[config.mk]
export PLATFORM = sky130hd
export DESIGN_NAME = csr_unit
export DESIGN_NICKNAME = d
export VERILOG_FILES = /design/src/rtl/csr_pkg.sv /design/src/rtl/csr_counter.sv /design/src/rtl/csr_unit.sv
export SDC_FILE = /design/constraint.sdc
export NUM_CORES = 1
export LEC_CHECK = 0
export CORE_MARGIN = 10
export CORE_UTILIZATION = 55
export CTS_CLUSTER_DIAMETER = 80
export DETAILED_ROUTE_END_ITERATION = 12
export PLACE_DENSITY = 0.9
export SETUP_SLACK_MARGIN = 0.1
export SYNTH_ARGS = -nofsm -noshare
export SYNTH_HDL_FRONTEND = slang
export SYNTH_SLANG_ARGS = --single-unit
[constraint.sdc]
create_clock -name clk -period 4.24 [get_ports clk]
set_clock_uncertainty 0.1 [all_clocks]
set_input_delay 1.06 -clock clk [delete_from_list [all_inputs] [get_ports clk]]
set_output_delay 1.06 -clock clk [all_outputs]
set_load 0.005 [all_outputs]
[src/rtl/csr_pkg.sv]
// Shared constants for the machine-mode CSR unit: addresses, op encoding,
// mstatus bit positions and default widths.
package csr_pkg;

    localparam int XLEN_DEF        = 32;
    localparam int NUM_SCRATCH_DEF = 1;
    localparam int CNT_W_DEF       = 64;

    typedef enum logic [1:0] {
        CSR_NONE = 2'b00,
        CSR_RW   = 2'b01,
        CSR_RS   = 2'b10,
        CSR_RC   = 2'b11
    } csr_op_e;

    localparam logic [11:0] CSR_MSTATUS  = 12'h300;
    localparam logic [11:0] CSR_MTVEC    = 12'h305;
    localparam logic [11:0] CSR_MSCRATCH = 12'h340;
    localparam logic [11:0] CSR_MEPC     = 12'h341;
    localparam logic [11:0] CSR_MCAUSE   = 12'h342;
    localparam logic [11:0] CSR_MCYCLE   = 12'hB00;
    localparam logic [11:0] CSR_MCYCLEH  = 12'hB80;
    localparam logic [11:0] CSR_MINSTRET = 12'hB02;
    localparam logic [11:0] CSR_MINSTRETH = 12'hB82;
    localparam logic [11:0] CSR_CYCLE    = 12'hC00;
    localparam logic [11:0] CSR_CYCLEH   = 12'hC80;
    localparam logic [11:0] CSR_INSTRET  = 12'hC02;
    localparam logic [11:0] CSR_INSTRETH = 12'hC82;

    // Extra scratch registers sit contiguously from here upwards.
    localparam int CSR_SCRATCH_EXT = 32'h0000_0343;

    localparam int MSTATUS_MIE  = 3;
    localparam int MSTATUS_MPIE = 7;

    function automatic logic is_read_only(input logic [11:0] addr);
        return addr[11:10] == 2'b11;
    endfunction

endpackage

[src/rtl/csr_counter.sv]
// Free-running counter with independently writable 32-bit low/high halves;
// a write to either half takes priority over the increment.
module csr_counter
    import csr_pkg::*;
#(
    parameter int CNT_W = CNT_W_DEF
) (
    input  logic             clk,
    input  logic             rst_n,
    input  logic             inc,
    input  logic             wr_lo,
    input  logic             wr_hi,
    input  logic [31:0]      wdata,
    output logic [CNT_W-1:0] value
);

    localparam logic [CNT_W-1:0] LO_MASK = CNT_W'(64'h0000_0000_FFFF_FFFF);

    logic [CNT_W-1:0] cnt_r;
    logic [CNT_W-1:0] next_s;

    // Next count: half replacement beats the increment for the whole counter.
    always_comb begin
        if (wr_lo) begin
            next_s = (cnt_r & ~LO_MASK) | CNT_W'({32'h0000_0000, wdata});
        end else if (wr_hi) begin
            next_s = (cnt_r & LO_MASK) | CNT_W'({wdata, 32'h0000_0000});
        end else if (inc) begin
            next_s = cnt_r + CNT_W'(1'b1);
        end else begin
            next_s = cnt_r;
        end
    end

    // Counter state.
    always_ff @(posedge clk or negedge rst_n) begin
        if (!rst_n) begin
            cnt_r <= {CNT_W{1'b0}};
        end else begin
            cnt_r <= next_s;
        end
    end

    assign value = cnt_r;

endmodule

[src/rtl/csr_unit.sv]
// Machine-mode CSR block: atomic RW/RS/RC access, 64-bit cycle/instret
// counters, trap entry and MRET. Build option CSR_VECTORED_EN enables mtvec MODE.
module csr_unit
    import csr_pkg::*;
#(
    parameter int XLEN        = XLEN_DEF,
    parameter int NUM_SCRATCH = NUM_SCRATCH_DEF,
    parameter int CNT_W       = CNT_W_DEF
) (
    input  logic            clk,
    input  logic            rst_n,
    input  logic [1:0]      csr_op,
    input  logic [11:0]     csr_addr,
    input  logic [XLEN-1:0] csr_src,
    input  logic            csr_src_zero,
    output logic [XLEN-1:0] csr_rdata,
    output logic            csr_illegal,
    input  logic            retire,
    input  logic            trap_valid,
    input  logic [XLEN-1:0] trap_pc,
    input  logic [XLEN-1:0] trap_cause,
    input  logic            mret,
    output logic [XLEN-1:0] trap_vector,
    output logic [XLEN-1:0] epc,
    output logic            irq_en
);

    csr_op_e                op_s;
    logic                   mie_r, mpie_r;
    logic [XLEN-1:0]        mtvec_r, mepc_r, mcause_r;
    logic [XLEN-1:0]        scratch_r [NUM_SCRATCH];
    logic [NUM_SCRATCH-1:0] scr_sel_s;
    logic [XLEN-1:0]        mstatus_s, old_s, new_s, mtvec_wr_s, base_s;
    logic                   hit_s, wants_wr_s, illegal_s, wr_s;
    logic [CNT_W-1:0]       cycle_s, instret_s;
    logic [63:0]            cyc64_s, ins64_s;

    assign op_s    = csr_op_e'(csr_op);
    assign cyc64_s = 64'(cycle_s);
    assign ins64_s = 64'(instret_s);

    // Scratch register address decode.
    always_comb begin
        scr_sel_s    = {NUM_SCRATCH{1'b0}};
        scr_sel_s[0] = (csr_addr == CSR_MSCRATCH);
        for (int i = 1; i < NUM_SCRATCH; i++) begin
            scr_sel_s[i] = (csr_addr == 12'(CSR_SCRATCH_EXT + i - 1));
        end
    end

    // Read mux over the decoded CSR set; mstatus exposes only MIE/MPIE.
    always_comb begin
        mstatus_s               = {XLEN{1'b0}};
        mstatus_s[MSTATUS_MIE]  = mie_r;
        mstatus_s[MSTATUS_MPIE] = mpie_r;
        old_s = {XLEN{1'b0}};
        hit_s = 1'b1;
        case (csr_addr)
            CSR_MSTATUS:               old_s = mstatus_s;
            CSR_MTVEC:                 old_s = mtvec_r;
            CSR_MEPC:                  old_s = mepc_r;
            CSR_MCAUSE:                old_s = mcause_r;
            CSR_MCYCLE,   CSR_CYCLE:   old_s = XLEN'(cyc64_s[31:0]);
            CSR_MCYCLEH,  CSR_CYCLEH:  old_s = XLEN'(cyc64_s[63:32]);
            CSR_MINSTRET, CSR_INSTRET: old_s = XLEN'(ins64_s[31:0]);
            CSR_MINSTRETH, CSR_INSTRETH: old_s = XLEN'(ins64_s[63:32]);
            default: begin
                hit_s = |scr_sel_s;
                for (int i = 0; i < NUM_SCRATCH; i++) begin
                    old_s = old_s | (scr_sel_s[i] ? scratch_r[i] : {XLEN{1'b0}});
                end
            end
        endcase
    end

    // Read-modify-write value, legality and write strobe.
    always_comb begin
        case (op_s)
            CSR_RW:  new_s = csr_src;
            CSR_RS:  new_s = old_s | csr_src;
            CSR_RC:  new_s = old_s & ~csr_src;
            default: new_s = old_s;
        endcase
        wants_wr_s = (op_s == CSR_RW) || ((op_s != CSR_NONE) && !csr_src_zero);
        illegal_s  = (op_s != CSR_NONE) &&
                     (!hit_s || (is_read_only(csr_addr) && wants_wr_s));
        wr_s       = wants_wr_s && !illegal_s;
    end

    // mtvec write filtering and trap redirect target.
    always_comb begin
        base_s = {mtvec_r[XLEN-1:2], 2'b00};
`ifdef CSR_VECTORED_EN
        mtvec_wr_s = {new_s[XLEN-1:2], (new_s[1:0] == 2'b01) ? 2'b01 : 2'b00};
        if ((mtvec_r[1:0] == 2'b01) && trap_cause[XLEN-1]) begin
            trap_vector = base_s + XLEN'({trap_cause[5:0], 2'b00});
        end else begin
            trap_vector = base_s;
        end
`else
        mtvec_wr_s  = {new_s[XLEN-1:2], 2'b00};
        trap_vector = base_s;
`endif
    end

    // Architectural state: trap beats MRET beats CSR writes for mstatus/mepc/mcause.
    always_ff @(posedge clk or negedge rst_n) begin
        if (!rst_n) begin
            mie_r    <= 1'b0;
            mpie_r   <= 1'b0;
            mtvec_r  <= {XLEN{1'b0}};
            mepc_r   <= {XLEN{1'b0}};
            mcause_r <= {XLEN{1'b0}};
            for (int i = 0; i < NUM_SCRATCH; i++) begin
                scratch_r[i] <= {XLEN{1'b0}};
            end
        end else begin
            if (trap_valid) begin
                mepc_r   <= {trap_pc[XLEN-1:2], 2'b00};
                mcause_r <= trap_cause;
                mpie_r   <= mie_r;
                mie_r    <= 1'b0;
            end else if (mret) begin
                mie_r    <= mpie_r;
                mpie_r   <= 1'b1;
            end else if (wr_s) begin
                case (csr_addr)
                    CSR_MSTATUS: begin
                        mie_r  <= new_s[MSTATUS_MIE];
                        mpie_r <= new_s[MSTATUS_MPIE];
                    end
                    CSR_MEPC:   mepc_r   <= {new_s[XLEN-1:2], 2'b00};
                    CSR_MCAUSE: mcause_r <= new_s;
                    default:    mcause_r <= mcause_r;
                endcase
            end
            if (wr_s && (csr_addr == CSR_MTVEC)) begin
                mtvec_r <= mtvec_wr_s;
            end
            for (int i = 0; i < NUM_SCRATCH; i++) begin
                if (wr_s && scr_sel_s[i]) begin
                    scratch_r[i] <= new_s;
                end
            end
        end
    end

    csr_counter #(.CNT_W(CNT_W)) u_cycle (
        .clk   (clk),
        .rst_n (rst_n),
        .inc   (1'b1),
        .wr_lo (wr_s && (csr_addr == CSR_MCYCLE)),
        .wr_hi (wr_s && (csr_addr == CSR_MCYCLEH)),
        .wdata (new_s[31:0]),
        .value (cycle_s)
    );

    csr_counter #(.CNT_W(CNT_W)) u_instret (
        .clk   (clk),
        .rst_n (rst_n),
        .inc   (retire),
        .wr_lo (wr_s && (csr_addr == CSR_MINSTRET)),
        .wr_hi (wr_s && (csr_addr == CSR_MINSTRETH)),
        .wdata (new_s[31:0]),
        .value (instret_s)
    );

    assign csr_rdata   = ((op_s != CSR_NONE) && hit_s) ? old_s : {XLEN{1'b0}};
    assign csr_illegal = illegal_s;
    assign epc         = mepc_r;
    assign irq_en      = mie_r;

endmodule
==> flow_summary.ini <==
[yosys]
yosys_warnings = 0
ys_types = 89
synth_top_cell_area_share_pct = 38.05
synth_edf_count = 0
synth_compound_area_share_pct = 23.38
synth.avg_cell_area_sq_um = 8.806
synth_simple_gate_area_share_pct = 21.84
synthCells = 1897
yosysSeqAreaShare_pct = 38.05
synthTopCellsByCount = dfrtp_1, nand2_1, o21ai_0, clkbuf_1, a21oi_1
dominantRegCellSynth = dfrtp_1
synth_area_sq_mm = 0.01670
ys_seq_elements = 254
netlist_top_cells_area = dfrtp_1, mux2i_1, nand2_1, xnor2_1, o21ai_0
synthMuxAreaShare_pct = 7.220
yosysMostFrequentCell = dfrtp_1
synth_top_family_by_area = compound AO/OA/AOI/OAI gates
synth_fa_ha_area_share_pct = 0.2097
yosysTopAreaCell = dfrtp_1
async_flop_share_pct = 100.0
synth-xor-area-share_pct = 5.191

[clocking]
ctsHoldBuffers = 0
clk_pin_slew_ns = 0.06
cts_root_buf = clkbuf_16
insertion_delay_ns = 0.59
cts_made_buffers = 30
cts_max_level = 1
clock_sinks = 254
cts_max_path_buffers = 3
cts_tree = built

[global_route]
grt_pass1_vias = 19050
gr-total-overflow = 0
grtUsageTotal_pct = 41.11
grt_first_pass_wirelength_microns = 121000
antenna_found_initial = 2
grt_max_degree = 95

[die]
die_w_microns = 194.3
start_util_pct = 56.06
row_count = 63
coreArea_sq_mm = 0.02980
die_area_sq_mm = 0.03774
ios = 214
die_h_microns = 194.3

[worst_setup_path]
worstSetupPathType = in -> out
end_kind = output pin
cp-start-kind = input port
worstPathArrival_ns = 3.06
crit_fanout = 8
cp_data_required_time_ns = 3.08

[route]
via_per_inst = 7.363
wire_per_inst_microns = 30.63
wl_microns = 82680
drc_errors = 0
drtIter0Drc = 3313
vias = 19870
first_pass_iters = 8
ant_nets = 0

[sta]
drv_slew = 0
final_hold_viol_count = 0
tightest_slew_ns = 1.018
setup_slack_ns = 0.01912
rsz0062_at_grt = true
fmax_mhz = 236.9
fin_crit_ns = 4.221
relSlewSlack_pct = 32.13
fin_crit_sh_pct = 99.55
setup_viol = 0
tns_ns = 0

[placement]
dp.cells = 2577
preCtsSetupSlack_ns = -0.9346
hpwl_microns = 57680
post_dp_cell_area_sq_mm = 0.02069
place.gp.congestion = 1.112
io_buffer_count = 207

[finish]
fin_util_pct = 76.45
regArea_sq_mm = 0.006356
multi_input_area_sq_mm = 0.01025
area_growth_pct = 36.36
num-fill-cells = 1967
fin_cells = 2699
drive_above_1_share_pct = 21.89
fin_area_sq_mm = 0.02278
fin_nets = 2403

[power_and_ir_drop]
leakagePower_uw = 0.009319
switchingPower_uw = 1930
power_frac_comb_pct = 15.9
p_seq_share_pct = 41.8
power_density_mw_per_mm2 = 287.8
clockPowerShare_pct = 42.2
p_int_uw = 4626
vdd_ir_drop_max_uv = 328.1
switching_share_pct = 29.44

[hold_path]
hp-class = in -> async

[flow_run]
max_cap_violations = 0

[run_status]
status = finished clean
critical path: stages:
cell      delay (ns)
buf_12          0.11
buf_16          0.12
or4bb_4         0.55
nor3_4          0.21
buf_12          0.16
buf_6           0.09
buf_8           0.12
a22oi_2         0.13
o211ai_1        0.15
nor2b_2         0.19
buf_2           0.14
cells in the final DEF (no fill, tap or decap), types with 29 or more instances in the layout:
cell type and instances:
nand2_1 198, a22oi_1 34, nand4_1 59, mux2i_1 79, nand2b_1 40, o211ai_1 66
clkbuf_16 30, buf_2 29, nor2_1 72, clkdlybuf4s50_1 159, nand3_1 74, nor3_1 47
o21ai_0 113, xnor2_1 78, o21ai_1 45, dfrtp_1 254, buf_4 240, and3_1 35
o31ai_1 31, a21oi_1 74
area by class of cell:
cell class / instances / share of cell area (%)
diodes: 2 / 0.02197
well taps: 390 / 2.142
clock buffers: 41 / 3.653
clock inverters: 13 / 0.8789
multi-input cells: 1479 / 44.99
repair buffers: 500 / 20.08
inverters: 20 / 0.3296
flip-flops and latches: 254 / 27.90
metrics by stage:
stage                     hold slack, ns  power (uW)
after floorplan                   0.3647        3153
after global placement            0.3855        3682
after detailed placement          0.3977        3717
after CTS                         0.4110        6465
after global routing              0.4477        6699
final                             0.3868        6556
logic make-up after synthesis:
kind of cell,Yosys count
xor gates and xnor gates,99
buffers and inverters,168
and+or+nand+nor,688
other,1
muxes,108
AOI/OAI and AO/OA,576
DFF,254
adders and majority gates,3
power by group through the flow:
stage | registers, uW | clock network, uW | logic, uW
3_3_place_gp | 2760 | 0 | 921
5_1_grt | 2750 | 2860 | 1090
3_5_place_dp | 2760 | 0 | 953
6_report | 2740 | 2770 | 1050
4_1_cts | 2730 | 2750 | 991
2_1_floorplan | 2700 | 0 | 456
metal layers:
layer  part of all wire (%)  track usage (%)  up-vias
li1                       -                -     7974
met1                     35            51.76     9304
met2                     41            60.68     2033
met3                     14            10.94      562
met4                    9.1            27.74        0
met5                      0                0        -
repair_timing:
| action | 4_1_cts | 5_1_grt |
|---|---|---|
| setup buffers | 53 | 9 |
| resized for setup | 235 | 46 |
| endpoints found under the setup margin | 33 | 40 |
| cloned | 4 | 0 |
| pin swaps | 34 | 19 |
worst paths after layout:
path	from	to	slack [ns]	depth (start not counted)
max in group asynchronous	rst_n	u_cycle.value[37]	2.78	2
worst max register to register	u_cycle.value[31]	epc[31]	0.76	13
min in group clk	scratch_r[16]	scratch_r[16]	0.41	2
worst min-delay path	rst_n	mcause_r[16]	0.39	1
worst max-delay path	csr_addr[1]	csr_rdata[31]	0.02	11
worst min register to register	scratch_r[16]	scratch_r[16]	0.41	2
state kept, by name (all words and copies together) (netlist names):
| name | flops |
|---|---|
| epc | 30 |
| irq_en | 1 |
| mcause_r | 32 |
| mpie_r | 1 |
| mtvec_r | 30 |
| scratch_r | 32 |
| u_cycle.value | 64 |
| u_instret.value | 64 |
Power figures use the tool's default switching activity.
